==> config.mk <==
export PLATFORM = sky130hd
export DESIGN_NAME = fuzz_stim_misr_flat
export DESIGN_NICKNAME = d
export VERILOG_FILES = /design/src/rtl/fuzz_stim_misr_pkg.sv /design/src/rtl/fuzz_stim_misr_if.sv /design/src/rtl/fuzz_stim_misr_misr.sv /design/src/rtl/fuzz_stim_misr.sv /design/src/flat_wrapper.sv
export SDC_FILE = /design/constraint.sdc
export NUM_CORES = 1
export LEC_CHECK = 0
export CAP_MARGIN = 20
export CORE_AREA = 3 3 206 208
export DETAILED_ROUTE_END_ITERATION = 8
export DIE_AREA = 0 0 209 211
export GPL_TIMING_DRIVEN = 0
export PLACE_DENSITY = 0.59
export SLEW_MARGIN = 20
export SYNTH_ARGS = -nofsm -noshare
export SYNTH_HDL_FRONTEND = slang
export SYNTH_SLANG_ARGS = --single-unit
==> constraint.sdc <==
create_clock -name clk -period 6.3 [get_ports clk]
set_clock_uncertainty 0.1 [all_clocks]
set_input_delay 0.63 -clock clk [delete_from_list [all_inputs] [get_ports clk]]
set_output_delay 0.63 -clock clk [all_outputs]
set_load 0.02 [all_outputs]
==> src/rtl/fuzz_stim_misr_pkg.sv <==
// Shared types and constants for the fuzz stimulus/MISR harness (package fuzz_stim_pkg).
// Optional build macro consumed by users of this package: FUZZ_EQUIV_CMP_EN.
package fuzz_stim_pkg;

  localparam int STIM_W     = 49;
  localparam int RESP_W     = 386;
  localparam int MISR_W     = 32;
  localparam int CNT_W      = 16;
  localparam int PIPE_DEPTH = 3;

  localparam logic [63:0]       LFSR_POLY = 64'hD800_0000_0000_0000;
  localparam logic [MISR_W-1:0] MISR_POLY = 32'h04C1_1DB7;
  localparam logic [MISR_W-1:0] MISR_INIT = 32'hFFFF_FFFF;

  localparam int WIRE0_OFF = 0;
  localparam int WIRE1_OFF = 18;
  localparam int WIRE2_OFF = 27;
  localparam int WIRE3_OFF = 35;
  localparam int WIRE4_OFF = 38;

  typedef enum logic [1:0] {IDLE, RUN, DRAIN, DONE} state_t;

  typedef struct packed {
    logic [10:0] wire4;
    logic [2:0]  wire3;
    logic [7:0]  wire2;
    logic [8:0]  wire1;
    logic [17:0] wire0;
  } stim_t;

  function automatic logic [63:0] lfsr_step(input logic [63:0] s);
    return (s >> 1) ^ (s[0] ? LFSR_POLY : 64'h0);
  endfunction

endpackage

==> src/rtl/fuzz_stim_misr_if.sv <==
// Stimulus/response bus between the harness and one fuzz DUT copy.
// FUZZ_EQUIV_CMP_EN adds the response of a second DUT copy.
interface fuzz_stim_misr_if;
  import fuzz_stim_pkg::*;

  logic [STIM_W-1:0] stim;
  logic              stim_valid;
  logic [RESP_W-1:0] resp_in;
`ifdef FUZZ_EQUIV_CMP_EN
  logic [RESP_W-1:0] resp_b_in;

  modport master (output stim, output stim_valid, input resp_in, input resp_b_in);
  modport slave  (input stim, input stim_valid, output resp_in, output resp_b_in);
`else
  modport master (output stim, output stim_valid, input resp_in);
  modport slave  (input stim, input stim_valid, output resp_in);
`endif
endinterface

==> src/rtl/fuzz_stim_misr_misr.sv <==
// Response compactor: XOR-folds the wide DUT response into 32 bits and
// feeds it into a CRC-32-polynomial MISR.
module fuzz_misr
  import fuzz_stim_pkg::*;
(
  input  logic              clk,
  input  logic              rst_n,
  input  logic              en,
  input  logic              init,
  input  logic [RESP_W-1:0] resp,
  output logic [MISR_W-1:0] sig
);

  localparam int CHUNKS = (RESP_W + MISR_W - 1) / MISR_W;
  localparam int PAD_W  = CHUNKS * MISR_W - RESP_W;

  logic [CHUNKS*MISR_W-1:0] resp_pad;
  logic [MISR_W-1:0]        chunk [CHUNKS];
  logic [MISR_W-1:0]        fold;
  logic [MISR_W-1:0]        sig_reg;
  logic [MISR_W-1:0]        sig_next;

  assign resp_pad = {{PAD_W{1'b0}}, resp};

  generate
    for (genvar gi = 0; gi < CHUNKS; gi++) begin : g_chunk
      assign chunk[gi] = resp_pad[gi*MISR_W +: MISR_W];
    end
  endgenerate

  always_comb begin
    fold = '0;
    for (int i = 0; i < CHUNKS; i++) begin
      fold = fold ^ chunk[i];
    end
  end

  always_comb begin
    sig_next = {sig_reg[MISR_W-2:0], 1'b0} ^ (sig_reg[MISR_W-1] ? MISR_POLY : '0) ^ fold;
  end

  // init wins over en so a restart never folds a stale response in.
  always_ff @(posedge clk or negedge rst_n) begin
    if (!rst_n) begin
      sig_reg <= MISR_INIT;
    end else if (init) begin
      sig_reg <= MISR_INIT;
    end else if (en) begin
      sig_reg <= sig_next;
    end
  end

  assign sig = sig_reg;

endmodule

==> src/rtl/fuzz_stim_misr.sv <==
// Fuzz harness stimulus generator + response MISR: FSM, 64-bit Galois LFSR, counters.
// Define FUZZ_EQUIV_CMP_EN to add a direct comparison against a second DUT copy.
module fuzz_stim_misr
  import fuzz_stim_pkg::*;
(
  input  logic                  clk,
  input  logic                  rst_n,
  input  logic                  start,
  input  logic [CNT_W-1:0]      num_vec,
  input  logic [31:0]           seed,
  fuzz_stim_misr_if.master      dut,
  output logic                  busy,
  output logic                  done,
  output logic [MISR_W-1:0]     signature,
`ifdef FUZZ_EQUIV_CMP_EN
  output logic                  mismatch,
  output logic [CNT_W-1:0]      fail_idx,
`endif
  output logic [CNT_W-1:0]      vec_cnt
);

  localparam int DC_W = $clog2(PIPE_DEPTH + 1);
  localparam logic [DC_W-1:0] DRAIN_LAST = DC_W'(PIPE_DEPTH - 1);

  state_t                 state_reg, state_next;
  logic [63:0]            lfsr_reg;
  logic [CNT_W-1:0]       rem_reg;
  logic [CNT_W-1:0]       vec_cnt_reg;
  logic [DC_W-1:0]        drain_cnt_reg;
  logic [PIPE_DEPTH-1:0]  vpipe_reg;
  logic                   start_acc;
  logic                   resp_valid;
  logic                   stim_valid_c;
  stim_t                  stim_fields;

  assign start_acc  = (state_reg == IDLE) && start;
  assign resp_valid = vpipe_reg[PIPE_DEPTH-1];

  always_ff @(posedge clk or negedge rst_n) begin
    if (!rst_n) begin
      state_reg <= IDLE;
    end else begin
      state_reg <= state_next;
    end
  end

  always_comb begin
    state_next   = state_reg;
    stim_valid_c = 1'b0;
    busy         = 1'b0;
    done         = 1'b0;
    case (state_reg)
      IDLE: begin
        if (start) begin
          state_next = (num_vec != '0) ? RUN : DONE;
        end
      end
      RUN: begin
        stim_valid_c = 1'b1;
        busy         = 1'b1;
        if (rem_reg == CNT_W'(1)) begin
          state_next = DRAIN;
        end
      end
      DRAIN: begin
        busy = 1'b1;
        if (drain_cnt_reg == DRAIN_LAST) begin
          state_next = DONE;
        end
      end
      DONE: begin
        done       = 1'b1;
        state_next = IDLE;
      end
      default: state_next = IDLE;
    endcase
  end

  // A zero seed would lock the LFSR, so it is promoted to 1.
  always_ff @(posedge clk or negedge rst_n) begin
    if (!rst_n) begin
      lfsr_reg    <= 64'h1;
      rem_reg     <= '0;
      vec_cnt_reg <= '0;
    end else if (start_acc) begin
      lfsr_reg    <= (seed == 32'h0) ? 64'h1 : {32'h0, seed};
      rem_reg     <= num_vec;
      vec_cnt_reg <= '0;
    end else if (state_reg == RUN) begin
      lfsr_reg <= lfsr_step(lfsr_reg);
      rem_reg  <= rem_reg - CNT_W'(1);
      if (vec_cnt_reg != '1) begin
        vec_cnt_reg <= vec_cnt_reg + CNT_W'(1);
      end
    end
  end

  always_ff @(posedge clk or negedge rst_n) begin
    if (!rst_n) begin
      drain_cnt_reg <= '0;
    end else if (state_reg == DRAIN) begin
      drain_cnt_reg <= drain_cnt_reg + DC_W'(1);
    end else begin
      drain_cnt_reg <= '0;
    end
  end

  // Response-valid delay line mirrors the DUT's input-to-y latency.
  always_ff @(posedge clk or negedge rst_n) begin
    if (!rst_n) begin
      vpipe_reg[0] <= 1'b0;
    end else begin
      vpipe_reg[0] <= stim_valid_c;
    end
  end

  generate
    for (genvar gi = 1; gi < PIPE_DEPTH; gi++) begin : g_vpipe
      always_ff @(posedge clk or negedge rst_n) begin
        if (!rst_n) begin
          vpipe_reg[gi] <= 1'b0;
        end else begin
          vpipe_reg[gi] <= vpipe_reg[gi-1];
        end
      end
    end
  endgenerate

  assign stim_fields.wire0 = lfsr_reg[WIRE0_OFF +: 18];
  assign stim_fields.wire1 = lfsr_reg[WIRE1_OFF +: 9];
  assign stim_fields.wire2 = lfsr_reg[WIRE2_OFF +: 8];
  assign stim_fields.wire3 = lfsr_reg[WIRE3_OFF +: 3];
  assign stim_fields.wire4 = lfsr_reg[WIRE4_OFF +: 11];

  assign dut.stim_valid = stim_valid_c;
  assign dut.stim       = stim_valid_c ? stim_fields : '0;
  assign vec_cnt        = vec_cnt_reg;

  fuzz_misr u_misr (
    .clk   (clk),
    .rst_n (rst_n),
    .en    (resp_valid),
    .init  (start_acc),
    .resp  (dut.resp_in),
    .sig   (signature)
  );

`ifdef FUZZ_EQUIV_CMP_EN
  logic [CNT_W-1:0] resp_idx_reg;
  logic             mismatch_reg;
  logic [CNT_W-1:0] fail_idx_reg;

  // Only the first divergence is recorded; later ones keep the sticky flag.
  always_ff @(posedge clk or negedge rst_n) begin
    if (!rst_n) begin
      resp_idx_reg <= '0;
      mismatch_reg <= 1'b0;
      fail_idx_reg <= '0;
    end else if (start_acc) begin
      resp_idx_reg <= '0;
      mismatch_reg <= 1'b0;
      fail_idx_reg <= '0;
    end else if (resp_valid) begin
      resp_idx_reg <= resp_idx_reg + CNT_W'(1);
      if ((dut.resp_in != dut.resp_b_in) && !mismatch_reg) begin
        mismatch_reg <= 1'b1;
        fail_idx_reg <= resp_idx_reg;
      end
    end
  end

  assign mismatch = mismatch_reg;
  assign fail_idx = fail_idx_reg;
`endif

endmodule
==> src/flat_wrapper.sv <==
// flat-port wrapper written by rule: the top's interface ports become plain ports
module fuzz_stim_misr_flat import fuzz_stim_pkg::*;
  (clk, rst_n, start, num_vec, seed, busy, done, signature, vec_cnt, dut_stim, dut_stim_valid, dut_resp_in);
  fuzz_stim_misr_if dut_i ();
  input  logic clk;
  input  logic rst_n;
  input  logic start;
  input  logic [CNT_W-1:0] num_vec;
  input  logic [31:0] seed;
  output logic busy;
  output logic done;
  output logic [MISR_W-1:0] signature;
  output logic [CNT_W-1:0] vec_cnt;
  output wire logic [$bits(dut_i.stim)-1:0] dut_stim;
  output wire logic [$bits(dut_i.stim_valid)-1:0] dut_stim_valid;
  input wire logic [$bits(dut_i.resp_in)-1:0] dut_resp_in;
  assign dut_stim = dut_i.stim;
  assign dut_stim_valid = dut_i.stim_valid;
  assign dut_i.resp_in = dut_resp_in;
  fuzz_stim_misr u_core (.clk(clk), .rst_n(rst_n), .start(start), .num_vec(num_vec), .seed(seed), .dut(dut_i), .busy(busy), .done(done), .signature(signature), .vec_cnt(vec_cnt));
endmodule
==> results of run 1 <==
==> how the worst min path moves through the flow <==
stage	endpoint	slack, ps	from	cells after the start
finish	u_core.vec_cnt[9]	50	rst_n	1
global route	u_core.vec_cnt[8]	70	rst_n	1
CTS	u_core.vec_cnt[9]	70	rst_n	1
detailed placement	u_core.resp_valid	240	u_core.vpipe_reg[1]	0
global placement	u_core.resp_valid	240	u_core.vpipe_reg[1]	0
floorplan	u_core.drain_cnt_reg[0]	230	rst_n	0
==> final cells by class <==
| class | count | area [sq um] |
|---|---|---|
| sequential | 135 | 3420 |
| antenna | 2 | 5.00 |
| buffer | 42 | 160 |
| clock buffer | 19 | 453 |
| tap | 532 | 666 |
| multi-input combinational | 855 | 6060 |
| timing repair buffer | 537 | 5400 |
| clock inverter | 13 | 161 |
| inverter | 10 | 37.5 |
| fill | 4132 | 24400 |
==> where the power goes <==
| group | total [mW] | switching (mW) | internal [mW] |
|---|---|---|---|
| clock | 1.05 | 0.430 | 0.617 |
| sequential | 1.54 | 0.266 | 1.27 |
| combinational | 3.19 | 1.67 | 1.52 |
==> Yosys cell counts, drive strengths merged (2+ instances only) <==
| cell | number |
|---|---|
| a211oi | 4 |
| a21oi | 88 |
| and2 | 50 |
| buf | 4 |
| clkbuf | 38 |
| dfrtp | 102 |
| dfstp | 33 |
| ha | 9 |
| inv | 10 |
| mux2i | 15 |
| nand2 | 59 |
| nand2b | 2 |
| nand3 | 3 |
| nand4 | 10 |
| nor2 | 59 |
| nor2b | 2 |
| nor3 | 20 |
| nor4 | 16 |
| o21ai | 71 |
| or2 | 4 |
| or3 | 3 |
| or3b | 2 |
| or4 | 3 |
| xnor2 | 332 |
| xor2 | 95 |
==> kinds of logic (layout without fill, tap and decap cells) <==
| group | Yosys count | in the layout |
|---|---|---|
| simple gates | 234 | 234 |
| buf+inv | 52 | 621 |
| fa+ha+maj | 9 | 9 |
| mux | 15 | 15 |
| compound gates | 170 | 170 |
| xor+xnor | 427 | 427 |
| other cells | 0 | 2 |
| flops | 135 | 135 |
==> worst max-delay path: cells and delay by family, from the launching register on <==
family	cells	cell delay (ps)
AND/OR/NAND/NOR	1	250
buffers and inverters	4	1580
flip-flops	1	400
adder cells (fa/ha/maj)	1	410
==> metal layers <==
layer / up-vias / routed length, um / global-route usage
li1: 4528 / - / -
met1: 4315 / 16800 / 0.223
met2: 332 / 22600 / 0.357
met3: 20 / 3430 / 0.0515
met4: 8 / 185 / 0.0224
met5: - / 47 / 0
==> metrics by stage <==
step                      TNS [ps]  hold slack (ps)
after global placement     -139740              243
final                            0             49.6
after detailed placement         0              243
after floorplan                  0              231
after CTS                        0             69.0
after global routing             0             74.7
==> summary.md, run 1 <==
| Metric | Value |
|---|---|
| ANT nets after route | `0` |
| Top cell type's share of synthesized area | `0.300` |
| Root buffer selected by CTS | `clkbuf_16` |
| Clock-pin slew on the worst setup and hold paths | `70 ps` |
| Largest family of logic cells by synthesized area | `XOR/XNOR gates` |
| Status | `finished, final reports clean` |
| Most frequent cells in the layout | `clkdlybuf4s50_1 (535), xnor2_1 (332), dfrtp_1 (102)` |
| CTS tree | `yes` |
| Placed Cells | `2111` |
| Full die area | `44100 sq um` |
| Max reg flops | `64` |
| Yosys warns | `0` |
| CP Capture Type | `output port` |
| H-Tree Depth | `4` |
| FF-to-FF Start | `u_core.state_reg[0]` |
| CORE AREA | `40700 sq um` |
| Period utilization | `0.602` |
| 1st-pass router iterations | `4` |
| Area of placed instances | `15700 sq um` |
| DPL Wire Length | `37.6 mm` |
| Number of synthesized flops with an enable pin | `0` |
| CP cell instances | `inv_1, ha_1, clkbuf_1, clkbuf_1, and2_1, clkdlybuf4s50_1` |
| Tmin final | `3790 ps` |
| Final WL | `43.1 mm` |
| CP Class | `reg2out` |
| Post-cts resize count | `0` |
| Syn-to-layout area delta | `69.0%` |
| # DRC | `0` |
| FF-to-FF End | `u_core.u_misr.sig[9]` |
| Critical Path Most Common Cell | `clkbuf_1` |
| Synth Area in Compound Gates | `0.0923` |
| # setup viols final | `0` |
| Most common cell after layout, fill and taps aside | `clkdlybuf4s50_1` |
| Ports | `537` |
| Largest net degree at the start of global routing | `72` |
| Starting density of the core | `0.238` |
| First-pass GRT wire length | `62.4 mm` |
| Fin util | `0.402` |
| Hold Vio Cnt, Final | `0` |
| Crit path max fanout | `10` |
| Die width | `209 um` |
| Largest area contributor in the netlist | `xnor2_1` |
| Required @ worst endpoint | `5570 ps` |
| Clock buffer count from CTS | `17` |
| Clk sinks | `135` |
| Syn nets | `1488` |
| Crit path from | `u_core.state_reg[1]` |
| Clk Latency, worst-skew pair | `420 ps` |
| Total Power | `5.77 mW` |
| Pre-CTS WS | `2830 ps` |
| Via count | `9203` |
| Flop2flop setup slack | `3380 ps` |
| Post-Layout Cell Count | `2145` |
| Synth async-reset ratio | `1.00` |
| Post-CTS Setup Inserts | `0` |
| Sequential share of the synthesized area | `0.353` |
| Vert. Die Dim | `211 um` |
| Slew margin rel. | `0.491` |
| Crit path capture | `dut_stim[34]` |
| Dominant cells by area after synthesis | `xnor2_1 (30%), dfrtp_1 (26%), dfstp_2 (9.0%)` |
| Yosys cell types | `41` |
| Vias in the first global route | `9644` |
| Routed vias/inst | `4.29` |
| Multiplexer share of the synthesized area | `0.0155` |
| Initial antenna violation count | `7` |
| Commonest register cell after synthesis | `dfrtp_1` |
| Slowest CP cell | `clkdlybuf4s50_1` |
| Final nets | `2044` |
| Clock tree buffer depth | `2` |
| Port Buffers | `536` |
| Crit path largest cell delay | `650 ps` |
| GPL Wtd Cong | `0.898` |
| Synth Area per Inst | `9.29 sq um` |
| GRT overflow | `0` |
| GRT Util Overall | `0.190` |
| Avg WL per Cell | `20.1 um` |
| Initial DRC count | `466` |
| Startpoint type of the worst setup path | `flip-flop` |
| Worst VDD drop | `135 uV` |
| Max Freq | `264 MHz` |
| Post-synthesis xor/xnor area fraction | `0.386` |
| Static leakage | `5.99 nW` |
| Hold Buf Count CTS | `0` |
| Power Dens Cells | `353 nW/um^2` |
| #FFs+latches synth | `135` |
| Design Area, Final | `16400 sq um` |
| Fraction of layout cells with a size suffix above 1 | `0.0509` |
| Mapped Cells | `1042` |
| Hold WC Path Type | `in2async` |
| Adder-cell share of the synthesized area | `0.0116` |
| Arrival time worst endpoint | `3060 ps` |
| MaxCap Viol Count | `0` |
| RSZ-0062 raised after global routing | `no` |
| Worst-margin pin slew | `763 ps` |
| FP Rows | `74` |
| Setup ws final | `2510 ps` |
| Reg2Reg Depth | `8` |
| Simple-Gate Fraction of Synth Area | `0.120` |
| Pins Over Slew Limit | `0` |
| Mapped Area | `9680 sq um` |
No activity file was read; power rests on OpenSTA's default activity.
==> run 2: changes to the inputs <==
--- a/config.mk
+++ b/config.mk
@@ -10,7 +10,7 @@
 export DETAILED_ROUTE_END_ITERATION = 8
 export DIE_AREA = 0 0 209 211
 export GPL_TIMING_DRIVEN = 0
-export PLACE_DENSITY = 0.59
+export PLACE_DENSITY = 0.61
 export SLEW_MARGIN = 20
 export SYNTH_ARGS = -nofsm -noshare
 export SYNTH_HDL_FRONTEND = slang
==> constraint.sdc (replaced) <==
create_clock -name clk -period 3.4 [get_ports clk]
set_clock_uncertainty 0.1 [all_clocks]
set_input_delay 0.34 -clock clk [delete_from_list [all_inputs] [get_ports clk]]
set_output_delay 0.34 -clock clk [all_outputs]
set_load 0.02 [all_outputs]
==> run 2 against run 1 <==
Final cell count rose by 0.14%. Via count hardly changed. Global-route usage rose by 0.31 points. Utilization about the same. Design area hardly changed. Non-clock buffer count increased by 1.
==> summary.md, run 2 (synthesis results as in run 1) <==
| Metric | Value |
|---|---|
| Routed vias/inst | `4.28 (-0.22%)` |
| Max reg flops | `64 (unchanged)` |
| RSZ-0062 raised after global routing | `no` |
| Status | `finished, final reports clean` |
| ANT nets after route | `0 (unchanged)` |
| GRT Util Overall | `0.193 (+0.00309)` |
| Final WL | `43.5 mm (+0.90%)` |
| Worst VDD drop | `329 uV (+140%)` |
| CTS tree | `yes` |
| Clock buffer count from CTS | `17 (unchanged)` |
| Starting density of the core | `0.238 (unchanged)` |
| Ports | `537 (unchanged)` |
| Layout fillers | `4131 (-0.024%)` |
| Total Power | `10.6 mW (+84%)` |
| Syn-to-layout area delta | `68.9% (about the same)` |
| GPL Wtd Cong | `0.922 (+2.7%)` |
| Static leakage | `5.99 nW (about the same)` |
| Most common cell after layout, fill and taps aside | `clkdlybuf4s50_1` |
| Power Dens Cells | `649 nW/um^2 (+84%)` |
| Setup ws final | `196 ps (-2310 ps)` |
| Required @ worst endpoint | `2960 ps (-2610 ps)` |
| Fin util | `0.401 (about the same)` |
| Clock Power Share | `0.175 (-0.006)` |
| Clk Latency, worst-skew pair | `420 ps (about the same)` |
| Initial antenna violation count | `11 (+4)` |
| Clk sinks | `135 (unchanged)` |
| Reg area | `3420 sq um (unchanged)` |
| Crit path max fanout | `10 (unchanged)` |
| Power Internal | `6.24 mW (+83%)` |
| Fraction of layout cells with a size suffix above 1 | `0.0533 (+0.00245)` |
| Final nets | `2045 (+0.049%)` |
| Vias in the first global route | `9792 (+1.5%)` |
| Max Freq | `312 MHz` |
| FP Rows | `74 (unchanged)` |
| Clock-pin slew on the worst setup and hold paths | `70 ps (about the same)` |
| Hold WC Path Type | `reg2reg` |
| Via count | `9196 (-0.076%)` |
| Setup TNS | `0 ps (unchanged)` |
| Die width | `209 um (unchanged)` |
| Switching Fraction | `0.412 (+0.00335)` |
| Initial DRC count | `437 (-6.2%)` |
| Uppermost layer routed | `met5` |
| # setup viols final | `0 (unchanged)` |
| Startpoint type of the worst setup path | `flip-flop` |
| # DRC | `0 (unchanged)` |
| Root buffer selected by CTS | `clkbuf_16` |
| Tmin final | `3200 ps` |
| 1st-pass router iterations | `5 (+1)` |
| Reg power frac | `0.270 (+0.003)` |
| Most frequent cells in the layout | `clkdlybuf4s50_1 (535), xnor2_1 (332), dfrtp_1 (102)` |
| Pre-CTS WS | `215 ps (-2620 ps)` |
| Vert. Die Dim | `211 um (unchanged)` |
| Multi-input logic area | `6060 sq um (about the same)` |
| Avg WL per Cell | `20.3 um (+0.76%)` |
| Full die area | `44100 sq um (unchanged)` |
| CORE AREA | `40700 sq um (unchanged)` |
| Slew margin rel. | `0.491 (about the same)` |
| Met1 Wirelength | `16.8 mm (-0.19%)` |
| Arrival time worst endpoint | `2760 ps (-300 ps)` |
| Hold Vio Cnt, Final | `0 (unchanged)` |
| Worst-margin pin slew | `763 ps (+0.124 ps)` |
| CP Capture Type | `output port` |
| Met2 wire length | `23.0 mm (+1.5%)` |
| MaxCap Viol Count | `0 (unchanged)` |
| DPL Wire Length | `37.9 mm (+0.80%)` |
| Net Switching | `4.38 mW (+85%)` |
| H-Tree Depth | `4 (unchanged)` |
| Port Buffers | `536 (unchanged)` |
| Period utilization | `0.942` |
| Met3 wire length | `3.03 mm (-12%)` |
| Largest net degree at the start of global routing | `80 (+11%)` |
| CP Class | `reg2out` |
| Worst hold slack | `263 ps (+214 ps)` |
| Combinational share of power | `0.554 (+0.002)` |
| First-pass GRT wire length | `63.3 mm (+1.6%)` |
| Pins Over Slew Limit | `0 (unchanged)` |
| GRT overflow | `0 (unchanged)` |
| Clock tree buffer depth | `2 (unchanged)` |
==> run 2: changes by cell type in the layout (fill, tap and decap cells not counted) <==
cell           change
clkbuf_8           -1
ha_1               -1
clkinv_4           -1
diode_2            +2
ha_2               +1
clkbuf_2           +4
inv_6              +1
clkinv_2           +1
dlygate4sd3_1      +1
bufinv_16          -1
clkbuf_1           -3
==> run 2: timing repair <==
item                       in CTS  in global routing
hold buffers                    1                  0
gates resized for setup         2                  5
setup endpoints to repair      38                 21
pin swaps                       0                  0
setup buffers                   0                  0
hold endpoints to repair       67                  0
==> run 2: power by group through the flow <==
stage          Combinational, mW  Sequential, mW  Clock (mW)
2_1_floorplan               3.41            2.98           0
3_3_place_gp                5.90            2.89           0
3_5_place_dp                5.97            2.90           0
4_1_cts                     6.01            2.88        1.94
5_1_grt                     6.46            2.95        2.00
6_report                    5.88            2.87        1.86
==> run 2: through the flow <==
stage                     std cells  area [sq um]
final                          2148         16300
after detailed placement       2111         15700
after CTS                      2144         16300
after floorplan                1042          9680
after global placement         2110         15700
after global routing           2148         16300
==> run 2: worst max-delay path, stage by stage, from the launching register on <==
cell and delay [ps]:
dfrtp_1 400, inv_1 130, ha_2 310, clkbuf_2 280, clkbuf_1 320, and2_1 270
clkdlybuf4s50_1 630
==> run 2: final timing paths <==
path                                startpoint                     to  slack, ps  cells past startpoint
hold reg to reg            u_core.vpipe_reg[0]    u_core.vpipe_reg[1]        260                      0
hold / removal             u_core.vpipe_reg[0]    u_core.vpipe_reg[1]        260                      0
setup / recovery           u_core.state_reg[1]           dut_stim[23]        200                      6
min in group asynchronous                rst_n     u_core.vec_cnt[14]        400                      2
setup reg to reg           u_core.state_reg[0]   u_core.u_misr.sig[3]        470                      8
max in group asynchronous                rst_n  u_core.u_misr.sig[26]       2020                      3
==> run 2: final cells by class <==
| type | count | share of cell area |
|---|---|---|
| clock inverters | 13 | 0.00834 |
| clock buffers | 19 | 0.0271 |
| well taps | 532 | 0.0407 |
| flip-flops and latches | 135 | 0.209 |
| multi-input cells | 855 | 0.371 |
| repair buffers | 538 | 0.331 |
| inverters | 10 | 0.00230 |
| diodes | 4 | 0.000612 |
| plain buffers | 42 | 0.0101 |
==> run 2: layer usage <==
layer / up-vias / track usage
met1: 4261 / 0.220
met4: 4 / 0.0462
met3: 37 / 0.0514
met5: - / 0
met2: 362 / 0.360
li1: 4532 / -
==> run 3: changes to the inputs <==
--- a/config.mk
+++ b/config.mk
@@ -5,12 +5,16 @@
 export SDC_FILE = /design/constraint.sdc
 export NUM_CORES = 1
 export LEC_CHECK = 0
+export ABC_AREA = 1
 export CAP_MARGIN = 20
-export CORE_AREA = 3 3 206 208
+export CELL_PAD_IN_SITES_DETAIL_PLACEMENT = 1
+export CELL_PAD_IN_SITES_GLOBAL_PLACEMENT = 1
+export CORE_MARGIN = 3
+export CORE_UTILIZATION = 27
 export DETAILED_ROUTE_END_ITERATION = 8
-export DIE_AREA = 0 0 209 211
 export GPL_TIMING_DRIVEN = 0
-export PLACE_DENSITY = 0.61
+export PLACE_DENSITY = 0.84
+export RECOVER_POWER = 50
 export SLEW_MARGIN = 20
 export SYNTH_ARGS = -nofsm -noshare
 export SYNTH_HDL_FRONTEND = slang
==> run 3 against run 2 <==
The run now ends with max-capacitance violations, max-slew violations left. Non-clock buffer count is 3 lower. Design area up 19%. Flip-flop and latch count is the same.
==> summary.md, run 3 <==
| Metric | Value |
|---|---|
| Status | `finished, violations left` |
| Failing checks | `max-capacitance violations, max-slew violations` |
| Syn-to-layout area delta | `53.5%` |
| ANT nets after route | `0 (unchanged)` |
| Fin util | `0.423 (+0.0222)` |
| Setup TNS | `0 ps (unchanged)` |
| Syn nets | `2303 (+55%)` |
| Area of placed instances | `18800 sq um (+19%)` |
| Fraction of layout cells with a size suffix above 1 | `0.0503 (-0.00306)` |
| Most common cell after layout, fill and taps aside | `nand2_1` |
| Startpoint type of the worst setup path | `flip-flop` |
| Vert. Die Dim | `222 um (+5.3%)` |
| GRT overflow | `0 (unchanged)` |
| Clk sinks | `135 (unchanged)` |
| Largest net degree at the start of global routing | `75 (-6.3%)` |
| Synth Area per Inst | `6.80 sq um (-27%)` |
| Post-Layout Cell Count | `3038 (+41%)` |
| Static leakage | `9.31 nW (+55%)` |
| Hold WC Path Type | `reg2reg` |
| Tmin final | `3170 ps (-37.1 ps)` |
| Crit path max fanout | `19 (+9)` |
| Vias in the first global route | `15392 (+57%)` |
| Required @ worst endpoint | `2960 ps (about the same)` |
| Pins Over Slew Limit | `62 (+62)` |
| Slew margin rel. | `-0.152 (-0.643)` |
| Routed vias/inst | `4.56 (+6.6%)` |
| Design Area, Final | `19400 sq um (+19%)` |
| GRT Util Overall | `0.214 (+0.0212)` |
| DPL Wire Length | `45.6 mm (+20%)` |
| Yosys cell types | `46 (+12%)` |
| Sequential share of the synthesized area | `0.271 (-0.0824)` |
| Clk Latency, worst-skew pair | `440 ps (+20 ps)` |
| Pre-CTS WS | `404 ps (+189 ps)` |
| Worst-margin pin slew | `1730 ps (+965 ps)` |
| Initial DRC count | `493 (+13%)` |
| Layout fillers | `5679 (+37%)` |
| Worst VDD drop | `412 uV (+25%)` |
| Most frequent cell after synthesis | `nand2_1` |
| Clock buffer count from CTS | `17 (unchanged)` |
| Via count | `13859 (+51%)` |
| CTS tree | `yes` |
| #FFs+latches synth | `135 (unchanged)` |
| H-Tree Depth | `4 (unchanged)` |
| GPL Wtd Cong | `0.904 (-2.0%)` |
| Final nets | `2859 (+40%)` |
| Initial antenna violation count | `16 (+5)` |
| First-pass GRT wire length | `83.5 mm (+32%)` |
| Yosys warns | `0 (unchanged)` |
| Port Buffers | `536 (unchanged)` |
| CP Capture Type | `output port` |
| Largest area contributor in the netlist | `dfrtp_1` |
| Crit path largest cell delay | `640 ps (about the same)` |
| Arrival time worst endpoint | `2730 ps (-30 ps)` |
| Period utilization | `0.931 (-0.0109)` |
| Dominant cells by area after synthesis | `dfrtp_1 (20%), nand2_1 (19%), xnor2_1 (14%)` |
| Mapped Cells | `1857 (+78%)` |
| Starting density of the core | `0.276 (+0.0383)` |
| Final WL | `54.5 mm (+25%)` |
| Hold Vio Cnt, Final | `0 (unchanged)` |
| Setup ws final | `233 ps (+37.1 ps)` |
| Post-CTS Setup Inserts | `0 (unchanged)` |
| Ports | `537 (unchanged)` |
| CP Class | `reg2out` |
| Max Freq | `316 MHz (+1.2%)` |
| MaxCap Viol Count | `1 (+1)` |
| Die width | `222 um (+6.3%)` |
| Power Dens Cells | `607 nW/um^2 (-6.5%)` |
| Synth async-reset ratio | `1.00 (unchanged)` |
| RSZ-0062 raised after global routing | `no` |
| CP cell instances | `inv_1, ha_1, buf_2, clkbuf_4, nand2_1, inv_1, clkdlybuf4s50_1` |
| Mapped Area | `12600 sq um (+30%)` |
| Commonest register cell after synthesis | `dfrtp_1` |
| Full die area | `49400 sq um (+12%)` |
| Clock-pin slew on the worst setup and hold paths | `60 ps (about the same)` |
| Number of synthesized flops with an enable pin | `0 (unchanged)` |
| Avg WL per Cell | `17.9 um (-11%)` |
| Clock tree buffer depth | `2 (unchanged)` |
| FP Rows | `78 (+5.4%)` |
| Placed Cells | `2994 (+42%)` |
| Max reg flops | `64 (unchanged)` |
| Most frequent cells in the layout | `nand2_1 (644), clkdlybuf4s50_1 (490), inv_1 (282)` |
| 1st-pass router iterations | `4 (-1)` |
| CORE AREA | `45800 sq um (+12%)` |
| Top cell type's share of synthesized area | `0.202 (-0.0983)` |
| # DRC | `0 (unchanged)` |
| Synth cell count leaders | `nand2_1 (644), inv_1 (282), xnor2_1 (207)` |
| Slowest CP cell | `clkdlybuf4s50_1` |
| Root buffer selected by CTS | `clkbuf_16` |
| Critical Path Most Common Cell | `inv_1` |
| # setup viols final | `0 (unchanged)` |
run 3: cell types whose count changed in the layout (fill, tap and decap cells not counted), moves of 19 or more:
cell / delta
inv_1: +273
nand3_1: +80
xnor2_1: -125
dlygate4sd3_1: +45
a21oi_1: -38
nand2_1: +585
and2_1: -50
clkdlybuf4s50_1: -45
o21ai_0: -52
or2_2: +19
xor2_1: +95
run 3: area by class of cell:
class | instances | area, sq um | share of cell area
multi-input combinational | 1396 | 7940 | 0.410
timing repair buffer | 538 | 5400 | 0.278
sequential | 135 | 3420 | 0.176
inverter | 286 | 1080 | 0.0555
tap | 600 | 751 | 0.0387
clock buffer | 19 | 443 | 0.0229
buffer | 39 | 191 | 0.00988
clock inverter | 13 | 134 | 0.00691
antenna | 12 | 30.0 | 0.00155
run 3: through the flow:
stage | hold WS (ps) | power, mW
4_1_cts | 253 | 12.0
5_1_grt | 256 | 12.8
3_3_place_gp | 240 | 9.71
6_report | 250 | 11.8
2_1_floorplan | -55.6 | 7.15
3_5_place_dp | 232 | 10.0
run 3: logic make-up (layout without fill, tap and decap cells):
kind of cell | after synthesis | in the layout | share of synthesized area
DFF | 135 | 135 | 0.271
xor gates and xnor gates | 397 | 397 | 0.275
other | 0 | 12 | 0
and+or+nand+nor | 858 | 858 | 0.281
adders and majority gates | 9 | 9 | 0.00892
buffers and inverters | 326 | 895 | 0.100
AOI/OAI and AO/OA | 132 | 132 | 0.0634
run 3: timing repair:
item                                    CTS  global route
endpoints found under the setup margin   11            15
resized for setup                         1             5
hold buffers                              1             0
hold endpoints to repair                 41             0
run 3: critical path, delay by kind of cell, from the launching register on:
kind / cells / cell delay [ps]
adders and majority gates: 1 / 300
and+or+nand+nor: 1 / 120
buffers and inverters: 5 / 1470
DFF: 1 / 400
run 3: final timing paths:
path | from | endpoint | slack [ps] | depth (start not counted)
setup reg to reg | u_core.state_reg[0] | u_core.rem_reg[8] | 880 | 6
hold / removal | u_core.vpipe_reg[1] | u_core.resp_valid | 250 | 0
setup / recovery | u_core.state_reg[1] | dut_stim[30] | 230 | 7
min in group asynchronous | rst_n | u_core.lfsr_reg[42] | 790 | 2
max in group asynchronous | rst_n | u_core.u_misr.sig[16] | 1210 | 3
hold reg to reg | u_core.vpipe_reg[1] | u_core.resp_valid | 250 | 0
run 3: report_power, final:
| group | switching, mW | internal (mW) | leakage, nW |
|---|---|---|---|
| Combinational | 4.10 | 2.91 | 7.38 |
| Clock | 0.821 | 1.05 | 0.274 |
| Sequential | 0.511 | 2.38 | 1.66 |
| Total | 5.43 | 6.34 | 9.31 |
run 3: per-layer routing:
metal,global-route usage,wire [um]
met1,0.224,20300
met4,0.0974,2220
met2,0.398,28200
met3,0.0581,3760
met5,0,46
